--- config.mk ---
export PLATFORM = sky130hd
export DESIGN_NAME = if_prefetch_unit
export DESIGN_NICKNAME = d
export VERILOG_FILES = /design/src/rtl/if_prefetch_unit.sv
export SDC_FILE = /design/constraint.sdc
export NUM_CORES = 1
export LEC_CHECK = 0
export ABC_AREA = 1
export CORE_ASPECT_RATIO = 0.5
export CORE_UTILIZATION = 56
export CTS_CLUSTER_SIZE = 20
export DETAILED_ROUTE_END_ITERATION = 16
export PLACE_DENSITY_LB_ADDON = 0.05
export SYNTH_ARGS = -nofsm -noshare
export SYNTH_HDL_FRONTEND = slang
export SYNTH_SLANG_ARGS = --single-unit
--- constraint.sdc ---
create_clock -name clk -period 6.6 [get_ports clk]
set_clock_uncertainty 0.2 [all_clocks]
set_input_delay 1.32 -clock clk [delete_from_list [all_inputs] [get_ports clk]]
set_output_delay 1.32 -clock clk [all_outputs]
set_load 0.005 [all_outputs]
--- src/rtl/if_prefetch_unit.sv ---
// Instruction prefetch stage: credit-limited sequential fetch into a PC-tagged FIFO feeding ID.
// Define IF_BYPASS_EN to forward a response straight to ID when the FIFO is empty.
module if_prefetch_unit #(
  parameter logic [31:0] RESET_PC   = 32'h1c000000,
  parameter int          FIFO_DEPTH = 4,
  parameter int          INST_W     = 32
) (
  input  logic                clk,
  input  logic                resetn,
  input  logic                ID_Allow_in,
  input  logic [33:0]         br_bus,
  output logic                inst_sram_en,
  output logic [3:0]          inst_sram_we,
  output logic [31:0]         inst_sram_addr,
  output logic [31:0]         inst_sram_wdata,
  input  logic [INST_W-1:0]   inst_sram_rdata,
  output logic                IF_to_ID_Valid,
  output logic [32+INST_W-1:0] IF_to_ID_Bus
);
  localparam int PTR_W = (FIFO_DEPTH > 2) ? $clog2(FIFO_DEPTH) : 1;
  localparam int CNT_W = $clog2(FIFO_DEPTH + 1);
  localparam int ENT_W = 32 + INST_W;

  logic        br_taken, br_stall;
  logic [31:0] br_target;
  assign {br_taken, br_target, br_stall} = br_bus;

  logic [31:0]      fetch_pc, inflight_pc;
  logic             inflight;
  logic [ENT_W-1:0] mem [FIFO_DEPTH];
  logic [PTR_W-1:0] head, tail;
  logic [CNT_W-1:0] count;
  logic [ENT_W-1:0] last_bus, disp_bus;
  logic             fifo_empty, byp, deq, pop, enq, issue;
  logic [CNT_W:0]   occ;

  assign fifo_empty = (count == '0);
`ifdef IF_BYPASS_EN
  assign byp = fifo_empty && inflight;
`else
  assign byp = 1'b0;
`endif

  assign IF_to_ID_Valid = resetn && !br_taken && (!fifo_empty || byp);
  assign disp_bus       = fifo_empty ? {inflight_pc, inst_sram_rdata} : mem[head];
  // Bus keeps the last presented entry whenever nothing valid is shown
  assign IF_to_ID_Bus   = IF_to_ID_Valid ? disp_bus : last_bus;

  assign deq = IF_to_ID_Valid && ID_Allow_in;
  assign pop = deq && !fifo_empty;
  assign enq = inflight && !br_taken && !(byp && deq);

  // Credit: entries held plus the one in flight, minus the one leaving now
  assign occ   = {1'b0, count} + (CNT_W+1)'(inflight) - (CNT_W+1)'(deq);
  assign issue = br_taken || (!br_stall && (occ < (CNT_W+1)'(FIFO_DEPTH)));

  assign inst_sram_en    = resetn && issue;
  assign inst_sram_addr  = br_taken ? br_target : fetch_pc;
  assign inst_sram_we    = 4'b0;
  assign inst_sram_wdata = 32'b0;

  always_ff @(posedge clk) begin
    if (resetn && enq) mem[tail] <= {inflight_pc, inst_sram_rdata};
  end

  always_ff @(posedge clk) begin
    if (!resetn) begin
      fetch_pc    <= RESET_PC;
      inflight    <= 1'b0;
      inflight_pc <= RESET_PC;
      head        <= '0;
      tail        <= '0;
      count       <= '0;
      last_bus    <= '0;
    end else begin
      last_bus <= IF_to_ID_Bus;
      if (br_taken) begin
        head        <= '0;
        tail        <= '0;
        count       <= '0;
        inflight    <= 1'b1;
        inflight_pc <= br_target;
        fetch_pc    <= br_target + 32'd4;
      end else begin
        if (enq) tail <= (tail == PTR_W'(FIFO_DEPTH-1)) ? '0 : tail + 1'b1;
        if (pop) head <= (head == PTR_W'(FIFO_DEPTH-1)) ? '0 : head + 1'b1;
        count    <= count + CNT_W'(enq) - CNT_W'(pop);
        inflight <= issue;
        if (issue) begin
          inflight_pc <= fetch_pc;
          fetch_pc    <= fetch_pc + 32'd4;
        end
      end
    end
  end
endmodule

-- Word-level counts from Yosys, hierarchy flattened
Memories as Yosys holds them, arrays and structs flattened. A register that Yosys moved wholly into a read port is not among the register bits.
Index checks and enable logic that the tools add are counted.
- output and inout bits: 134
- memories kept: 1
- register bits: 136
- RAM bits: 256
- logic and storage cells: 49
- input bits: 69
- eq/ne operators: 2
- add/sub/neg operators: 8
- reductions and logical operators: 15
- bitwise operators: 1
- muxes and demuxes: 14
- $lt $le $gt $ge: 1
- memories (name ; depth ; bits a word ; read ports ; clocked after memory_dff ; write ports ; RTL line ; text):
    mem ; 4 ; 64 ; 1 ; 1 ; 1 ; 30 ; logic [ENT_W-1:0] mem [FIFO_DEPTH];
- operators with widths (cell ; number):
    $mux 32 ; 5
    $mux 64 ; 2
    $add 32x3->32 const B ; 2
    $logic_and 1x1->1 ; 8
    $mux 2 ; 4
    $add 2x1->2 const B ; 2
    $add 3x1->4 ; 1
    $eq 2x2->1 const B ; 2
    $lt 4x3->1 const B ; 1
    $sub 4x1->4 ; 1
    $add 3x1->3 ; 1
    $logic_not 1->1 ; 3
    $logic_not 3->1 ; 1
    $mux 1 ; 3
    $sub 3x1->3 ; 1
    $reduce_bool 2->1 ; 1
    $reduce_or 2->1 ; 1
    $logic_or 1x1->1 ; 1
    $not 1->1 ; 1

-- Logic depth before layout (Yosys ltp)
Gate-level depths: netlist of run 1.
- depth after elaboration: 10
- mapped depth: 22
- mapped depth without buffers: 19

-- Least setup slack after synthesis of run 1
Ideal clock, no wire load.
- kind: input to register
- start point: input br_bus[33]
- end point: memory mem[0][0] (netlist bit), enable pin
- stages: 4
- setup time: 0.486 ns
- data arrival time: 4.378 ns
- path slack: 1.536 ns
- path buffers: 1
- path through: buf_6 -> nor2_4 -> nand2_1 -> nor2_1
- cells in the longest elaborated chain, start to end: 5
- RTL lines (item ; RTL line ; text):
    from (decl) ; 11 ; input logic [33:0] br_bus,
    $logic_not 1->1 ; 51 ; assign enq = inflight && !br_taken && !(byp && deq);
    $logic_and 1x1->1 ; 51 ;
    $logic_and 1x1->1 ; 63 ; if (resetn && enq) mem[tail] <= {inflight_pc, inst_sram_rdata};
    $mux 1 ; 63 ;
    $mux 1 (not written as such) ; 63 ;
    to (decl) ; 30 ;
No other way between the ends.

-- Worst setup path after layout of run 1
- start point: input resetn
- end point: output inst_sram_en
- cells in the longest elaborated chain, start to end: 8
- RTL lines (item ; RTL line ; text):
    from (decl) ; 9 ; input logic resetn,
    $logic_and 1x1->1 (2 in series) ; 44 ; assign IF_to_ID_Valid = resetn && !br_taken && (!fifo_empty || byp);
    $logic_and 1x1->1 ; 49 ; assign deq = IF_to_ID_Valid && ID_Allow_in;
    $sub 4x1->4 ; 54 ; assign occ = {1'b0, count} + (CNT_W+1)'(inflight) - (CNT_W+1)'(deq);
    $lt 4x3->1 ; 55 ; assign issue = br_taken || (!br_stall && (occ < (CNT_W+1)'(FIFO_DEPTH)));
    $logic_and 1x1->1 ; 55 ;
    $logic_or 1x1->1 ; 55 ;
    $logic_and 1x1->1 * ; 57 ; assign inst_sram_en = resetn && issue;
    to (decl) ; 12 ; output logic inst_sram_en,
Every way passes the cells marked *; elsewhere a longest branch is shown, timed or not.

==> parameters.txt, run 1 <==
Parameter                              Value

Logic synthesis
  Flip-flop and latch count after synthesis    394
  Asr flop ratio synth    0%
  Post-synth top flop    sky130_fd_sc_hd__edfxtp_1
  Synthesized area per cell    10.7 µm²
  Number of flops mapped to enable cells by yosys    256
  Distinct cells, synth    41
  Most frequently used cell type in the post-synthesis netlist    sky130_fd_sc_hd__edfxtp_1
  Cell type with the highest aggregate area in the netlist    sky130_fd_sc_hd__edfxtp_1
  Top cells by area in the synthesized netlist    sky130_fd_sc_hd__edfxtp_1 (46%), sky130_fd_sc_hd__dfxtp_1 (17%), sky130_fd_sc_hd__nor2_1 (4.9%)
  Sequential element share of the synthesized area    63.1%
  Share of Yosys cell area claimed by the top area cell type    46.4%
  List of most frequent post-synthesis cells    sky130_fd_sc_hd__edfxtp_1 (256), sky130_fd_sc_hd__nor2_1 (215), sky130_fd_sc_hd__nand2_1 (203)
  Post-synthesis cell count    1546
  Yosys synthesis warning count    0
  Post-Synthesis Cell Area    0.0166 mm²

STA
  Max-Slew Margin vs Limit    24.5%
  Final Hold Viols    0
  RSZ-0062 raised after global routing    no
  Crit path time final    5.76 ns
  Final cycle utilization of the critical path    87.3%
  Slew Viols, Final    0
  Setup TNS    0 ns
  Setup violators final    0
  Worst hold slack across all endpoints    0.275 ns
  Transition time of the tightest slew-check pin    1.13 ns
  Max Clk Rate    174 MHz

Setup path
  Largest delay share family, worst path    buffers and inverters
  Beginning of the critical path    resetn
  Maximum cell stage delay along the critical path    0.54 ns
  Req. time, crit path    5.08 ns
  Signal arrival time at the worst endpoint    4.24 ns
  Kind of start point of the critical path    primary input
  Crit Path Class    in -> out
  Largest fanout of any net on the critical path    5
  Critical register-to-register path startpoint    count[2]
  Slowest cell on crit path    sky130_fd_sc_hd__clkdlybuf4s50_1
  Buf+Inv Stages, Crit Path    6
  Critical Path End Type    primary output
  Critical-path cell list    clkdlybuf4s50_1, inv_2, nor2_4, inv_2, a31oi_4, and2_1, ha_1, inv_1, ha_1, nand3_1, nand2_1, nand2_1, nand2_1, nand2_1, nand3b_1, nand2_1, nand2_1, inv_1, clkdlybuf4s50_1
  Most frequent cell on the critical path    sky130_fd_sc_hd__nand2_1

Layout
  FILL cells    2236
  Layout-stage area growth over the synthesis result    17.3%
  FF+latch area    0.0105 mm²
  Post-Layout Inst Area    0.0194 mm²
  Total Nets Final    1761
  Ratio of cells with drive above 1 in the final layout    7.92%
  Area of the multi-input gates    0.00499 mm²

Global routing
  GR Util All Layers    24.8%
  Initial antenna violation count    0
  Remaining global-route overflow    0
  Via count of the first global-routing pass    10900
  Wire length of the first global-routing pass    58.2 mm
  Largest net degree at the start of global routing    131

Clock network
  Later-pin clock latency in the skew report    0.52 ns
  Clock input transition at the sequential cells of the worst setup and hold paths    0.07 ns
  Max Buffers Root-to-Sink    3
  CTS root buffer    sky130_fd_sc_hd__clkbuf_16
  H-tree lvl count    2
  Number of buffers added for setup after CTS    0
  Hold buffers post-CTS    0
  TritonCTS clock tree    yes
  Post_cts resized    0
  Clock buffers created by TritonCTS    34
  Clock Sinks    394

Placed design
  Count of buffers from port buffering    166
  GPL Wtd Cong    0.867
  Post-DP Area    0.0183 mm²
  HPWL reported at the end of detailed placement    21.9 mm

Floorplan
  Die H    124 µm
  Rows    44
  Placeable core area    0.0290 mm²
  Initial core utilization    57.1%
  Ports placed on the boundary    203
  X dimension of the die    245 µm
  Die area    0.0303 mm²

Routing
  Number of search-and-repair iterations in the first detailed-routing pass    11
  Final wirelength    37.4 mm
  Post-route met1 wirelength    17.0 mm
  Number of vias in the routed layout    11400
  Met3 wirelength from detailed routing    2.07 mm
  DRC violation count after routing    2
  Average wire per standard cell    17.9 µm
  Antenna-violating nets left    0
  Top Layer Used    met4
  Number of violations reported at the end of detailed-routing iteration 0    884
  Met2 Wirelength    17.7 mm
  Vias per inst    5.46

Outcome
  Violations in the final reports    design-rule violations
  Run status    finished, violations left

Power
  IR drop worst, VDD    0.199 mV
  Standby leakage power    7.39 nW
  Power density normalized to cell area    265 mW/mm²
  Design Power    5.14 mW

Hold path
  Type of the most critical hold path    reg -> reg
  Beginning of the worst hold path    fetch_pc[8]

Job
  Max-cap violation count    0
stage by stage:
step,instances,setup WS [ns],utilization (%)
2_1_floorplan,1581,1.54,-
6_report,2096,0.838,66.9
5_1_grt,2095,0.602,66.9
3_3_place_gp,2035,0.884,63.0
3_5_place_dp,2035,0.866,63.0
4_1_cts,2095,0.850,66.9
report_power, final:
group	leakage (nW)	internal [mW]	switching [mW]	total [mW]
Clock	0.550	1.19	0.860	2.05
Combinational	3.38	0.155	0.211	0.366
Sequential	3.46	2.69	0.0410	2.73
worst reg2reg max path, cell delays in order, from the launching register on:
cell and delay, ns:
sky130_fd_sc_hd__dfxtp_1 0.35, sky130_fd_sc_hd__inv_1 0.10, sky130_fd_sc_hd__a31oi_4 0.23, sky130_fd_sc_hd__and2_1 0.16, sky130_fd_sc_hd__ha_1 0.14, sky130_fd_sc_hd__inv_1 0.04
sky130_fd_sc_hd__ha_1 0.26, sky130_fd_sc_hd__nand3_1 0.08, sky130_fd_sc_hd__nand2_1 0.06, sky130_fd_sc_hd__nand2_1 0.07, sky130_fd_sc_hd__nand2_1 0.05, sky130_fd_sc_hd__nand2_1 0.05
sky130_fd_sc_hd__nand3b_1 0.10, sky130_fd_sc_hd__nand2_1 0.10, sky130_fd_sc_hd__buf_4 0.44, sky130_fd_sc_hd__inv_1 0.65, sky130_fd_sc_hd__nor2_1 0.32, sky130_fd_sc_hd__nor2_1 0.08
placed cells by master (no fill, tap or decap), drive strengths merged, types with 2 or more instances in the layout:
cell,instances
o21ai,186
a21oi,9
nand4,17
inv,152
and2,2
xnor2,5
nor2,235
clkdlybuf4s50,165
edfxtp,256
dfxtp,138
or2,3
buf,16
conb,36
clkbuf,50
bufinv,4
mux2i,64
nand2,235
nand3b,2
o221ai,64
clkinv,5
ha,11
nand3,35
xor2,9
state kept, by name, summed over array words and instances, names as in the netlist, named ones only:
register	cells
count	3
fetch_pc	32
head	2
inflight	1
inflight_pc	32
last_bus	64
mem	256
tail	2
layer usage:
| layer | up-vias | GRT usage, % |
|---|---|---|
| li1 | 5473 | - |
| met4 | 0 | 6.13 |
| met5 | - | 0 |
| met1 | 5591 | 34.4 |
| met3 | 57 | 4.18 |
| met2 | 316 | 41.0 |
path summary, 6_finish.rpt:
check,endpoint,slack [ns],cells after the start
hold / removal,fetch_pc[8],0.28,2
hold reg to reg,fetch_pc[8],0.28,2
setup / recovery,inst_sram_en,0.84,19
setup reg to reg,inflight_pc[20],3.03,17
cell families (layout without fill, tap and decap cells):
kind of cell               count (synthesis)  count (layout)  share of synthesized area [%]
and+or+nand+nor                          529             529                           13.8
DFF                                      394             394                           63.1
buffers and inverters                    269             392                           7.77
AOI/OAI and AO/OA                        263             263                           9.78
muxes                                     64              64                           3.87
xor gates and xnor gates                  14              14                          0.740
adders and majority gates                 12              12                          0.952
other                                      1              37                         0.0226
layout make-up:
cell class | instances | area share (%)
sequential | 394 | 53.8
multi-input combinational | 918 | 25.7
timing repair buffer | 181 | 9.17
tap | 391 | 2.52
antenna | 1 | 0.0129
clock inverter | 10 | 0.767
inverter | 151 | 2.94
clock buffer | 50 | 5.06
No activity file was read; power rests on OpenSTA's default activity.
==> run 2, diff against run 1 <==
--- a/config.mk
+++ b/config.mk
@@ -6,7 +6,9 @@
 export NUM_CORES = 1
 export LEC_CHECK = 0
 export ABC_AREA = 1
+export CAP_MARGIN = 30
 export CORE_ASPECT_RATIO = 0.5
+export CORE_MARGIN = 2
 export CORE_UTILIZATION = 56
 export CTS_CLUSTER_SIZE = 20
 export DETAILED_ROUTE_END_ITERATION = 16
==> run 2 against run 1 <==
Net effect:
- the run now ends clean
- routed wire length grew 2.5%
- sequential share of layout area down 0.53 points
- setup slack got worse by 0.044 ns
- total power up 2.1%
- clock power up 5%
- count of clock-buffer cells in the layout grew 2
- critical path depth is 1 lower
- final area grew 1.0%
- highest routed layer is now met5
==> parameters.txt, run 2 (same netlist as run 1, synthesis figures left out) <==
Parameter                              Value

Outcome
  Run status    finished, final reports clean (was finished, violations left)

Routing
  Vias per inst    5.44 (was 5.46)
  Number of vias in the routed layout    11400 (about the same)
  DRC violation count after routing    0 (was 2)
  Number of violations reported at the end of detailed-routing iteration 0    823 (was 884)
  Antenna-violating nets left    0 (unchanged)
  Number of search-and-repair iterations in the first detailed-routing pass    5 (was 11)
  Average wire per standard cell    18.2 µm (was 17.9 µm)
  Final wirelength    38.3 mm (was 37.4 mm)

Global routing
  GR Util All Layers    24.7% (was 24.8%)
  Via count of the first global-routing pass    11300 (was 10900)
  Largest net degree at the start of global routing    131 (unchanged)
  Wire length of the first global-routing pass    59.9 mm (was 58.2 mm)
  Initial antenna violation count    3 (was 0)
  Remaining global-route overflow    0 (unchanged)

Setup path
  Req. time, crit path    5.08 ns (about the same)
  Critical Path End Type    primary output (unchanged)
  Slowest cell on crit path    sky130_fd_sc_hd__clkdlybuf4s50_1 (unchanged)
  Signal arrival time at the worst endpoint    4.29 ns (was 4.24 ns)
  Largest fanout of any net on the critical path    12 (was 5)
  Maximum cell stage delay along the critical path    0.52 ns (was 0.54 ns)
  Most frequent cell on the critical path    sky130_fd_sc_hd__nand2_1 (unchanged)
  Critical-path cell list    clkdlybuf4s50_1, inv_2, nor2_4, inv_2, a31oi_4, and2_1, ha_1, inv_1, ha_1, nand3_1, nand2_1, o21ai_0, nand3b_1, buf_4, nand2_1, nand2_1, inv_1, clkdlybuf4s50_1 (was clkdlybuf4s50_1, inv_2, nor2_4, inv_2, a31oi_4, and2_1, ha_1, inv_1, ha_1, nand3_1, nand2_1, nand2_1, nand2_1, nand2_1, nand3b_1, nand2_1, nand2_1, inv_1, clkdlybuf4s50_1)
  Crit Path Class    in -> out (unchanged)
  Kind of start point of the critical path    primary input (unchanged)

Hold path
  Type of the most critical hold path    reg -> reg (unchanged)

Clock network
  Hold buffers post-CTS    0 (unchanged)
  H-tree lvl count    2 (unchanged)
  Number of buffers added for setup after CTS    0 (unchanged)
  Clock buffers created by TritonCTS    35 (was 34)
  TritonCTS clock tree    yes (unchanged)
  Post_cts resized    0 (unchanged)
  CTS root buffer    sky130_fd_sc_hd__clkbuf_16 (unchanged)
  Clock Sinks    394 (unchanged)
  Later-pin clock latency in the skew report    0.53 ns (was 0.52 ns)
  Clock input transition at the sequential cells of the worst setup and hold paths    0.07 ns (about the same)
  Max Buffers Root-to-Sink    3 (unchanged)

Floorplan
  X dimension of the die    247 µm (was 245 µm)
  Rows    44 (unchanged)
  Die area    0.0311 mm² (was 0.0303 mm²)
  Ports placed on the boundary    203 (unchanged)
  Initial core utilization    57.0% (was 57.1%)
  Die H    126 µm (was 124 µm)
  Placeable core area    0.0291 mm² (was 0.0290 mm²)

Placed design
  Number of placed cells counting well taps    2041 (was 2035)
  GPL Wtd Cong    0.889 (was 0.867)
  HPWL reported at the end of detailed placement    23.2 mm (was 21.9 mm)
  Count of buffers from port buffering    166 (unchanged)

STA
  Worst hold slack across all endpoints    0.268 ns (was 0.275 ns)
  Final cycle utilization of the critical path    88.0% (was 87.3%)
  Max Clk Rate    172 MHz (was 174 MHz)
  Max-Slew Margin vs Limit    31.1% (was 24.5%)
  Slew Viols, Final    0 (unchanged)
  Setup TNS    0 ns (unchanged)
  RSZ-0062 raised after global routing    no (unchanged)
  Crit path time final    5.81 ns (was 5.76 ns)
  Setup violators final    0 (unchanged)
  Transition time of the tightest slew-check pin    1.03 ns (was 1.13 ns)
  Final Hold Viols    0 (unchanged)

Power
  Standby leakage power    7.48 nW (was 7.39 nW)
  Power density normalized to cell area    268 mW/mm² (was 265 mW/mm²)
  Design Power    5.25 mW (was 5.14 mW)
  IR drop worst, VDD    0.194 mV (was 0.199 mV)

Layout
  Most flop-heavy register    mem (unchanged)
  Fin cells    2105 (was 2096)
  Registers with the highest flip-flop counts    mem (256), last_bus (64) (unchanged)
  Number of flip-flops under the largest register name    256 (unchanged)
  Commonest non-fill, non-tap cell in the layout    sky130_fd_sc_hd__edfxtp_1 (unchanged)
  Commonest cells after routing, fill and taps aside    sky130_fd_sc_hd__edfxtp_1 (256), sky130_fd_sc_hd__nor2_1 (211), sky130_fd_sc_hd__nand2_1 (203) (unchanged)
  Layout-stage area growth over the synthesis result    18.4% (was 17.3%)
  Total Nets Final    1768 (was 1761)
  Ratio of cells with drive above 1 in the final layout    8.64% (was 7.92%)

Job
  Max-cap violation count    0 (unchanged)
## run 2: cell count changes in the layout (fill, tap and decap cells not counted)
cell,delta
sky130_fd_sc_hd__clkinvlp_4,+1
sky130_fd_sc_hd__bufinv_16,-1
sky130_fd_sc_hd__inv_8,+1
sky130_fd_sc_hd__inv_6,-1
sky130_fd_sc_hd__buf_12,+2
sky130_fd_sc_hd__clkinv_2,+1
sky130_fd_sc_hd__buf_4,+2
sky130_fd_sc_hd__clkinv_1,-2
sky130_fd_sc_hd__clkbuf_1,-2
sky130_fd_sc_hd__clkinv_4,+1
sky130_fd_sc_hd__clkbuf_16,+4
sky130_fd_sc_hd__buf_16,+2
sky130_fd_sc_hd__clkinvlp_2,+1
## run 2: worst paths after layout
path / from / endpoint / slack, ns / cells after the start
worst min register to register: fetch_pc[8] / fetch_pc[8] / 0.27 / 2
worst max register to register: count[2] / inflight_pc[23] / 3.01 / 17
worst min-delay path: fetch_pc[8] / fetch_pc[8] / 0.27 / 2
worst max-delay path: resetn / inst_sram_en / 0.79 / 18
## run 2: area by class of cell
| type | instances | area, µm² |
|---|---|---|
| antenna | 1 | 2.50 |
| clock buffer | 52 | 1070 |
| clock inverter | 11 | 140 |
| fill | 2241 | 9450 |
| inverter | 151 | 572 |
| multi-input combinational | 918 | 4990 |
| sequential | 394 | 10500 |
| tap | 391 | 489 |
| timing repair buffer | 187 | 1890 |
## run 2: layer usage
metal  up-vias  global-route usage, %  part of all wire (%)
met5         -                      0                 0.070
met4         4                   6.16                   1.8
met3        52                   4.28                   5.7
met2       316                   41.0                    48
met1      5592                   34.0                    45
li1       5481                      -                     -
## run 2: per-stage QoR
step / cell area (µm²) / setup slack [ns] / util, %
after detailed placement: 18400 / 0.824 / 63.3
after CTS: 19600 / 0.800 / 67.5
after global routing: 19600 / 0.501 / 67.5
final: 19600 / 0.794 / 67.5
after global placement: 18300 / 0.881 / 63.0
after floorplan: 16700 / 1.54 / -
## run 2: critical path: cells and delay by family
family	cells	cell delay (ns)
simple gates	7	0.69
compound gates	2	0.34
buf+inv	7	1.52
fa+ha+maj	2	0.40
## run 2: report_power, final
part	total [mW]	switching, mW	internal (mW)
Sequential	2.73	0.0428	2.69
Clock	2.15	0.899	1.25
Combinational	0.367	0.210	0.157
Total	5.25	1.15	4.10
==> run 3, diff against run 2 <==
--- a/config.mk
+++ b/config.mk
@@ -13,6 +13,7 @@
 export CTS_CLUSTER_SIZE = 20
 export DETAILED_ROUTE_END_ITERATION = 16
 export PLACE_DENSITY_LB_ADDON = 0.05
+export SKIP_LAST_GASP = 1
 export SYNTH_ARGS = -nofsm -noshare
 export SYNTH_HDL_FRONTEND = slang
 export SYNTH_SLANG_ARGS = --single-unit
==> results of run 3 <==
Final layout, timing and power as in run 2 (identical DEF).
